`src/rtl/uart_pkg.sv`:
```
// -----------------------------------------------------------------------------
// uart_pkg
// Constants shared by the UART receiver, transmitter and their byte buffers.
//   UART_DATA_W        : character width carried between receiver/transmitter
//                        and the FIFOs.
//   UART_RX_FIFO_DEPTH : default number of entries in the receive buffer.
// -----------------------------------------------------------------------------
package uart_pkg;

    localparam int UART_DATA_W        = 8;
    localparam int UART_RX_FIFO_DEPTH = 16;

endpackage : uart_pkg

```
`src/rtl/sync_fifo.sv`:
```
// -----------------------------------------------------------------------------
// sync_fifo
// Generic single-clock first-word-fall-through FIFO. It is reusable for both
// the receive and the transmit direction.
//
// Ports:
//   clk      in   system clock
//   reset    in   asynchronous, active-high
//   wr_en    in   write strobe. It is always honoured, so the caller must not
//                 assert it while full unless a pop happens on the same edge.
//   wr_data  in   DATA_W word to store
//   rd_en    in   pop request. It is ignored while empty.
//   rd_data  out  head-of-FIFO word. It is valid while empty=0.
//   count    out  ADDR_W+1 bits, number of stored words (0..DEPTH)
//   empty    out  count == 0
//   full     out  count == DEPTH
// -----------------------------------------------------------------------------
module sync_fifo
    import uart_pkg::*;
#(
    parameter  int DATA_W = UART_DATA_W,
    parameter  int DEPTH  = UART_RX_FIFO_DEPTH,
    localparam int ADDR_W = $clog2(DEPTH)
) (
    input  logic              clk,
    input  logic              reset,
    input  logic              wr_en,
    input  logic [DATA_W-1:0] wr_data,
    input  logic              rd_en,
    output logic [DATA_W-1:0] rd_data,
    output logic [ADDR_W:0]   count,
    output logic              empty,
    output logic              full
);

    localparam logic [ADDR_W:0] FULL_COUNT = (ADDR_W + 1)'(DEPTH);

    logic [DATA_W-1:0] mem [DEPTH];
    logic [ADDR_W-1:0] wr_ptr;
    logic [ADDR_W-1:0] rd_ptr;
    logic              do_pop;

    assign do_pop = rd_en & ~empty;

    // NOTE: storage has no reset. Entries are only read after they have been
    // written, so clearing them would add reset fan-out without changing
    // behaviour.
    always_ff @(posedge clk) begin
        if (wr_en) begin
            mem[wr_ptr] <= wr_data;
        end
    end

    // DEPTH is a power of two, so the natural ADDR_W-bit rollover gives the
    // modulo-DEPTH pointer wrap. count is what separates full from empty when
    // the pointers are equal.
    // NOTE: all state in clocked blocks uses non-blocking assignments, so
    // every register samples the values from before the edge.
    always_ff @(posedge clk or posedge reset) begin
        if (reset) begin
            wr_ptr <= '0;
            rd_ptr <= '0;
            count  <= '0;
        end else begin
            if (wr_en) begin
                wr_ptr <= wr_ptr + 1'b1;
            end
            if (do_pop) begin
                rd_ptr <= rd_ptr + 1'b1;
            end
            case ({wr_en, do_pop})
                2'b10:   count <= count + 1'b1;
                2'b01:   count <= count - 1'b1;
                default: count <= count;
            endcase
        end
    end

    assign rd_data = mem[rd_ptr];
    assign empty   = (count == '0);
    assign full    = (count == FULL_COUNT);

endmodule : sync_fifo

```
`src/rtl/uart_rx_fifo.sv`:
```
// -----------------------------------------------------------------------------
// uart_rx_fifo
// Receive byte buffer placed directly after the UART receiver. It turns each
// rx_done pulse into exactly one push, stores the bytes in a sync_fifo, and
// keeps a sticky flag for bytes lost to overflow.
//
// Ports:
//   clk           in   system clock
//   reset         in   asynchronous, active-high
//   rx_data       in   DATA_W byte from the receiver, valid while rx_done=1
//   rx_done       in   receiver completion flag. It may stay high for several
//                      cycles and still gives one byte per rising edge.
//   rd_en         in   pop request. The head is consumed when empty=0.
//   clr_overflow  in   clears the sticky overflow flag
//   rd_data       out  head-of-FIFO byte (first-word-fall-through)
//   empty         out  no entries stored
//   full          out  DEPTH entries stored
//   count         out  ADDR_W+1 bits, stored entries (0..DEPTH)
//   overflow      out  sticky, set when a byte was dropped because the FIFO
//                      was full
// -----------------------------------------------------------------------------
module uart_rx_fifo
    import uart_pkg::*;
#(
    parameter  int DATA_W = UART_DATA_W,
    parameter  int DEPTH  = UART_RX_FIFO_DEPTH,
    localparam int ADDR_W = $clog2(DEPTH)
) (
    input  logic              clk,
    input  logic              reset,
    input  logic [DATA_W-1:0] rx_data,
    input  logic              rx_done,
    input  logic              rd_en,
    input  logic              clr_overflow,
    output logic [DATA_W-1:0] rd_data,
    output logic              empty,
    output logic              full,
    output logic [ADDR_W:0]   count,
    output logic              overflow
);

    logic rx_done_q;
    logic push;
    logic pop;
    logic push_ok;
    logic push_drop;

    // rx_done_q is cleared by reset. If rx_done is already high when reset
    // releases, the first edge is therefore treated as a rising edge.
    always_ff @(posedge clk or posedge reset) begin
        if (reset) begin
            rx_done_q <= 1'b0;
        end else begin
            rx_done_q <= rx_done;
        end
    end

    assign push = rx_done & ~rx_done_q;
    assign pop  = rd_en & ~empty;

    // When the FIFO is full, a push is still accepted if the head leaves on
    // the same edge. count stays at DEPTH and no byte is lost.
    assign push_ok   = push & (~full | pop);
    assign push_drop = push & full & ~pop;

    // When a drop and a clear land on the same edge, the drop wins, so a new
    // loss is never hidden.
    always_ff @(posedge clk or posedge reset) begin
        if (reset) begin
            overflow <= 1'b0;
        end else if (push_drop) begin
            overflow <= 1'b1;
        end else if (clr_overflow) begin
            overflow <= 1'b0;
        end
    end

    sync_fifo #(
        .DATA_W (DATA_W),
        .DEPTH  (DEPTH)
    ) u_fifo (
        .clk     (clk),
        .reset   (reset),
        .wr_en   (push_ok),
        .wr_data (rx_data),
        .rd_en   (rd_en),
        .rd_data (rd_data),
        .count   (count),
        .empty   (empty),
        .full    (full)
    );

endmodule : uart_rx_fifo
```
`config.mk`:
```
export PLATFORM = sky130hd
export DESIGN_NAME = uart_rx_fifo
export DESIGN_NICKNAME = d
export VERILOG_FILES = /design/src/rtl/uart_pkg.sv /design/src/rtl/sync_fifo.sv /design/src/rtl/uart_rx_fifo.sv
export SDC_FILE = /design/constraint.sdc
export NUM_CORES = 1
export LEC_CHECK = 0
export CORE_ASPECT_RATIO = 1.75
export CORE_MARGIN = 2
export CORE_UTILIZATION = 59
export DETAILED_ROUTE_END_ITERATION = 16
export PLACE_DENSITY = 0.79
export SLEW_MARGIN = 10
export SYNTH_ARGS = -nofsm -noshare
export SYNTH_HDL_FRONTEND = slang
export SYNTH_SLANG_ARGS = --single-unit
```
`constraint.sdc`:
```
create_clock -name clk -period 3.7 [get_ports clk]
set_input_delay 0.74 -clock clk [delete_from_list [all_inputs] [get_ports clk]]
set_output_delay 0.74 -clock clk [all_outputs]
set_load 0.01 [all_outputs]
```
* Word-level counts from Yosys, hierarchy flattened
Memories as Yosys holds them, arrays and structs flattened.
Index checks and enable logic that the tools add are counted.
** Operators by class
- Add/subtract/negate cells :: 4
- Eq/ne operators :: 3
- Mux-type cells :: 5
- Bitwise gates (word level) :: 10
- Reduce and logical (&&, ||, !) cells :: 3
** Operators with widths (number)
- $pmux 5 s2 :: 1
- $add 4x1->4 const B :: 2
- $add 5x1->5 const B :: 1
- $and 1x1->1 :: 5
- $eq 5x5->1 const B :: 1
- $logic_not 5->1 :: 1
- $sub 5x1->5 const B :: 1
- $mux 1 :: 4
- $not 1->1 :: 4
- $reduce_bool 2->1 :: 2
- $eq 2x1->1 const B :: 1
- $eq 2x2->1 const B :: 1
- $or 1x1->1 :: 1
** Word-level totals
- Bits in registers :: 15
- Memory bits (writable) :: 128
- Output and inout bits :: 16
- Logic and storage cells :: 31
- Memories kept :: 1
** Memory list
- u_fifo.mem :: depth 16, width 8, read ports 1, clocked after memory_dff 0, wr ports 1, line sync_fifo.sv:38 : logic [DATA_W-1:0] mem [DEPTH];

* Logic depth before layout (Yosys ltp)
- Depth in word-level cells :: 7
- Mapped depth :: 9
- Gate-level depth less buffers :: 8

* Cells and area by module
A second synthesis with hierarchy kept.
** Unflattened totals
- Cells, all modules :: 325
- Area, all modules :: 5843.1 sq um
** By module, submodules not included
- sync_fifo :: times used 1, cells each 317, area each 5748.0 sq um
- uart_rx_fifo :: times used 1, cells each 8, area each 95.1 sq um

* Worst setup path before layout
No wires, ideal clock.
- Kind :: reg2reg
- From :: reg u_fifo.count[0]
- To :: reg u_fifo.count[4]
- Setup time :: 0.087 ns
- Data arrival time :: 2.656 ns
- Data required time :: 3.613 ns
- Setup slack :: 0.957 ns
- Cell stages (with the launch flop) :: 10
- Cells stage by stage :: dfrtp_1 -> or4_1 -> buf_2 -> o211ai_1 -> inv_1 -> fa_1 -> a21o_1 -> a21o_1 -> a221o_1 -> o211ai_1
** Between the ends
- Cells in the longest elaborated chain, start to end :: 7
- Elaborated cells between the ends (all ways) :: 13
- Classes of those cells :: 2 x add/sub; 3 x eq/ne; 1 x mux; 5 x bitwise; 2 x reduce/logical
** Ends and longest elaborated chain
- start, declared :: line sync_fifo.sv:31 : output logic [ADDR_W:0] count,
- start signal, assigned :: line sync_fifo.sv:72 : 2'b10: count <= count + 1'b1;
- start signal, assigned :: line sync_fifo.sv:73 : 2'b01: count <= count - 1'b1;
- start signal, assigned :: line sync_fifo.sv:74 : default: count <= count;
- $logic_not 5->1 :: line sync_fifo.sv:80 : assign empty = (count == '0);
- $not 1->1 :: line sync_fifo.sv:43, uart_rx_fifo.sv:59
- $and 1x1->1 :: line sync_fifo.sv:43, uart_rx_fifo.sv:59
- $or 1x1->1 :: line uart_rx_fifo.sv:63 : assign push_ok = push & (~full | pop);
- $and 1x1->1 :: line uart_rx_fifo.sv:63
- $eq 2x1->1 or $eq 2x2->1 (tied branches) :: line sync_fifo.sv:71 : case ({wr_en, do_pop})
- $pmux 5 s2 or $reduce_bool 2->1 (tied branches)
Parallel ways exist; a longest one is shown, timed or not.
A chain may end at the register's enable or synchronous reset.

* Worst setup path after layout
- From :: reg u_fifo.rd_ptr[0]
- To :: out rd_data[2]
** Between the ends
- Cells in the longest elaborated chain, start to end :: 1
** Ends and longest elaborated chain
- start, declared :: line sync_fifo.sv:40 : logic [ADDR_W-1:0] rd_ptr;
- start signal, assigned :: line sync_fifo.sv:69 : rd_ptr <= rd_ptr + 1'b1;
- $mem_v2 16x8
- end, declared :: line uart_rx_fifo.sv:35 : output logic [DATA_W-1:0] rd_data,
No other way between the ends.

==> results.toml <==
[clock_tree]
clk_pin_slew_ns = 0.06
cts_max_level = 4
clock-sinks = 143
cts_root_buf = "clkbuf_16"
clock_path_buffers = 2
worstSkewPairLatency_ns = 0.42
cts_hold_buffers = 0
tritoncts = "built"
cts_buffers = 17
cts_setup_buffers = 0
cts_resized = 0

[die]
core_um2 = 9910
die_w_um = 80.36
io_pins = 29
dieArea_um2 = 11060
die_h_um = 137.6
row_count = 48
start_util_pct = 60.76

[layout]
antenna_cells = 0
syn_to_final_growth_pct = 17.87
nFillCells = 605
drive_gt1_share_pct = 23.04
stdcell_area_um2 = 7097
layout_commonest_cell = "edfxtp_1"
nets = 378
final_cell_mix = "edfxtp_1, clkdlybuf4s50_1, mux4_2"

[setup_path]
endpoint = "rd_data[2]"
slowest_delay_ns = 0.58
path_max_fanout = 9
path_cells = "buf_4, mux4_1, mux4_2, clkdlybuf4s50_1"
critPathLaunchType = "register"
reg2regPathDepth = 8
cp-startpoint = "u_fifo.rd_ptr[0]"
rr_startpoint = "u_fifo.count[0]"
crit_buf_inv = 2
arrival_ns = 2.83
cp.required_ns = 2.96
rr_endpoint = "u_fifo.count[4]"
worstSetupEndpointType = "output port"
cpMaxStageDelayCell = "mux4_1"
r2r_setup_slack_ns = 0.62
cp_top_family = "multiplexers"
path_depth = 4
critPathKind = "register to output port"

[sta]
final.min_clock_period_ns = 3.570
min_period_over_period_pct = 96.48
hold_viol = 0
fin_skew_ns = 0.006849
tightestPinTransition_ns = 0.7386
drv_slew = 0
relSlewSlack_pct = 50.76
rsz0062_at_grt = "no"
worst_slack_ns = 0.1304
setup_viol = 0
fmax_ghz = 0.2801
tns_ns = 0

[routing]
postRouteAntennaNets = 0
vias = 3069
vias_per_cell = 6.213
detail_route.first_pass.iterations = 4
dr.first_iter.drc_count = 273
wl_per_cell_um = 24.21
wl_um = 11960
drc_errors = 0

[synth]
ys_ff_latch = 143
avgSynthCellArea_um2 = 19.94
ys_types = 42
syn_inst = 302
mappedNetlistNets = 324
yosysWarnings = 0
yosysSeqAreaShare_pct = 70.07
mappedNetlistArea_um2 = 6021

[outcome]
outcome = "completed"

[placement]
place_ws_ns = 0.5912
place_area_um2 = 6510
gp_congestion = 0.8242
dp_hpwl_um = 7709
port_buffers = 28

[pwr]
p_leak_nw = 2.457
power_density_nw_per_um2 = 759.7
ir_drop_mv = 0.5772

[global_routing]
grt_pass1_vias = 3167
grt_max_degree = 25
grt_pass1_wl_um = 18440
track_usage_pct = 24.37
overflow = 0
antenna_found_initial = 0

[job]
drv_cap = 0

[worst_hold_path]
min_from = "overflow"
hold_path_class = "register to register"
[cell families (layout without fill, tap and decap cells)]
group	count (synthesis)	after routing	share of synthesized area, %
DFF	143	143	70.07
and+or+nand+nor	52	52	4.302
muxes	43	43	16.42
buffers and inverters	24	91	2.993
AOI/OAI and AO/OA	22	22	2.910
adders and majority gates	9	9	1.995
xor gates and xnor gates	9	9	1.309
[metal layers]
layer | wire [um] | GRT usage [%] | vias up
met4 | 268 | 11.86 | 0
met2 | 6684 | 41.67 | 118
met3 | 550 | 5.636 | 25
met5 | 0 | 0 | -
li1 | - | - | 1349
met1 | 4459 | 28.85 | 1577
[cells in the mapped netlist (all sizes together)]
master | count | area (um2)
edfxtp | 128 | 3844
mux4 | 40 | 957.2
nor2 | 21 | 78.83
dfrtp | 15 | 375.4
buf | 9 | 73.82
nand2 | 9 | 33.78
clkbuf | 8 | 80.08
ha | 8 | 100.1
inv | 7 | 26.28
nand3 | 7 | 35.03
nor3 | 5 | 30.03
xnor2 | 5 | 43.79
o21ai | 4 | 31.28
xor2 | 4 | 35.03
a21oi | 3 | 18.77
nand2b | 3 | 18.77
o211ai | 3 | 22.52
a211o | 2 | 17.52
a21o | 2 | 15.01
mux2i | 2 | 20.02
nand4 | 2 | 12.51
nor2b | 2 | 12.51
a211oi | 1 | 7.510
a21boi | 1 | 7.510
a221o | 1 | 10.01
a221oi | 1 | 8.760
a22oi | 1 | 7.510
a32oi | 1 | 8.760
and3b | 1 | 8.760
fa | 1 | 20.02
mux2 | 1 | 11.26
nor4 | 1 | 21.27
o221ai | 1 | 8.760
o41a | 1 | 11.26
or4 | 1 | 7.510
[state kept, by name (all words and copies together), names as in the netlist]
register,count
u_fifo.mem,128
u_fifo.rd_ptr,4
rx_done_q,1
u_fifo.count,5
u_fifo.wr_ptr,4
overflow,1
[worst min-delay path: stages, from the launching register on]
cell and delay, ns:
dfrtp_1 0.38, inv_1 0.05, o21ai_0 0.06
[report_power, final]
| group | leakage (nW) | switching [W] | internal (W) |
|---|---|---|---|
| clock network | 0.280 | 0.000661 | 0.00100 |
| registers | 1.33 | 0.000249 | 0.00191 |
| logic | 0.843 | 0.000678 | 0.000897 |
[per-stage QoR]
stage	std cells	utilization [%]	total power (W)	hold slack [ns]
5_1_grt	494	71.62	0.005623	0.5483
2_1_floorplan	302	-	0.003252	0.5489
3_3_place_gp	462	65.69	0.003708	0.5144
4_1_cts	494	71.62	0.005434	0.5327
3_5_place_dp	462	65.69	0.003761	0.5232
6_report	494	71.62	0.005391	0.5303
[final cells by class]
| cell class | count | area (um2) | share of cell area, % |
|---|---|---|---|
| clock buffers | 17 | 425.4 | 5.994 |
| multi-input cells | 135 | 1622 | 22.85 |
| flip-flops and latches | 143 | 4220 | 59.47 |
| clock inverters | 15 | 161.4 | 2.274 |
| inverters | 7 | 26.28 | 0.3702 |
| repair buffers | 52 | 485.5 | 6.841 |
| well taps | 125 | 156.4 | 2.204 |
[how the worst min path moves through the flow]
stage / cells past startpoint / slack [ns] / endpoint
global route: 2 / 0.55 / overflow
global placement: 2 / 0.51 / overflow
detailed placement: 2 / 0.52 / overflow
floorplan: 2 / 0.55 / overflow
finish: 2 / 0.53 / overflow
CTS: 2 / 0.53 / overflow
Power figures use the tool's default switching activity.
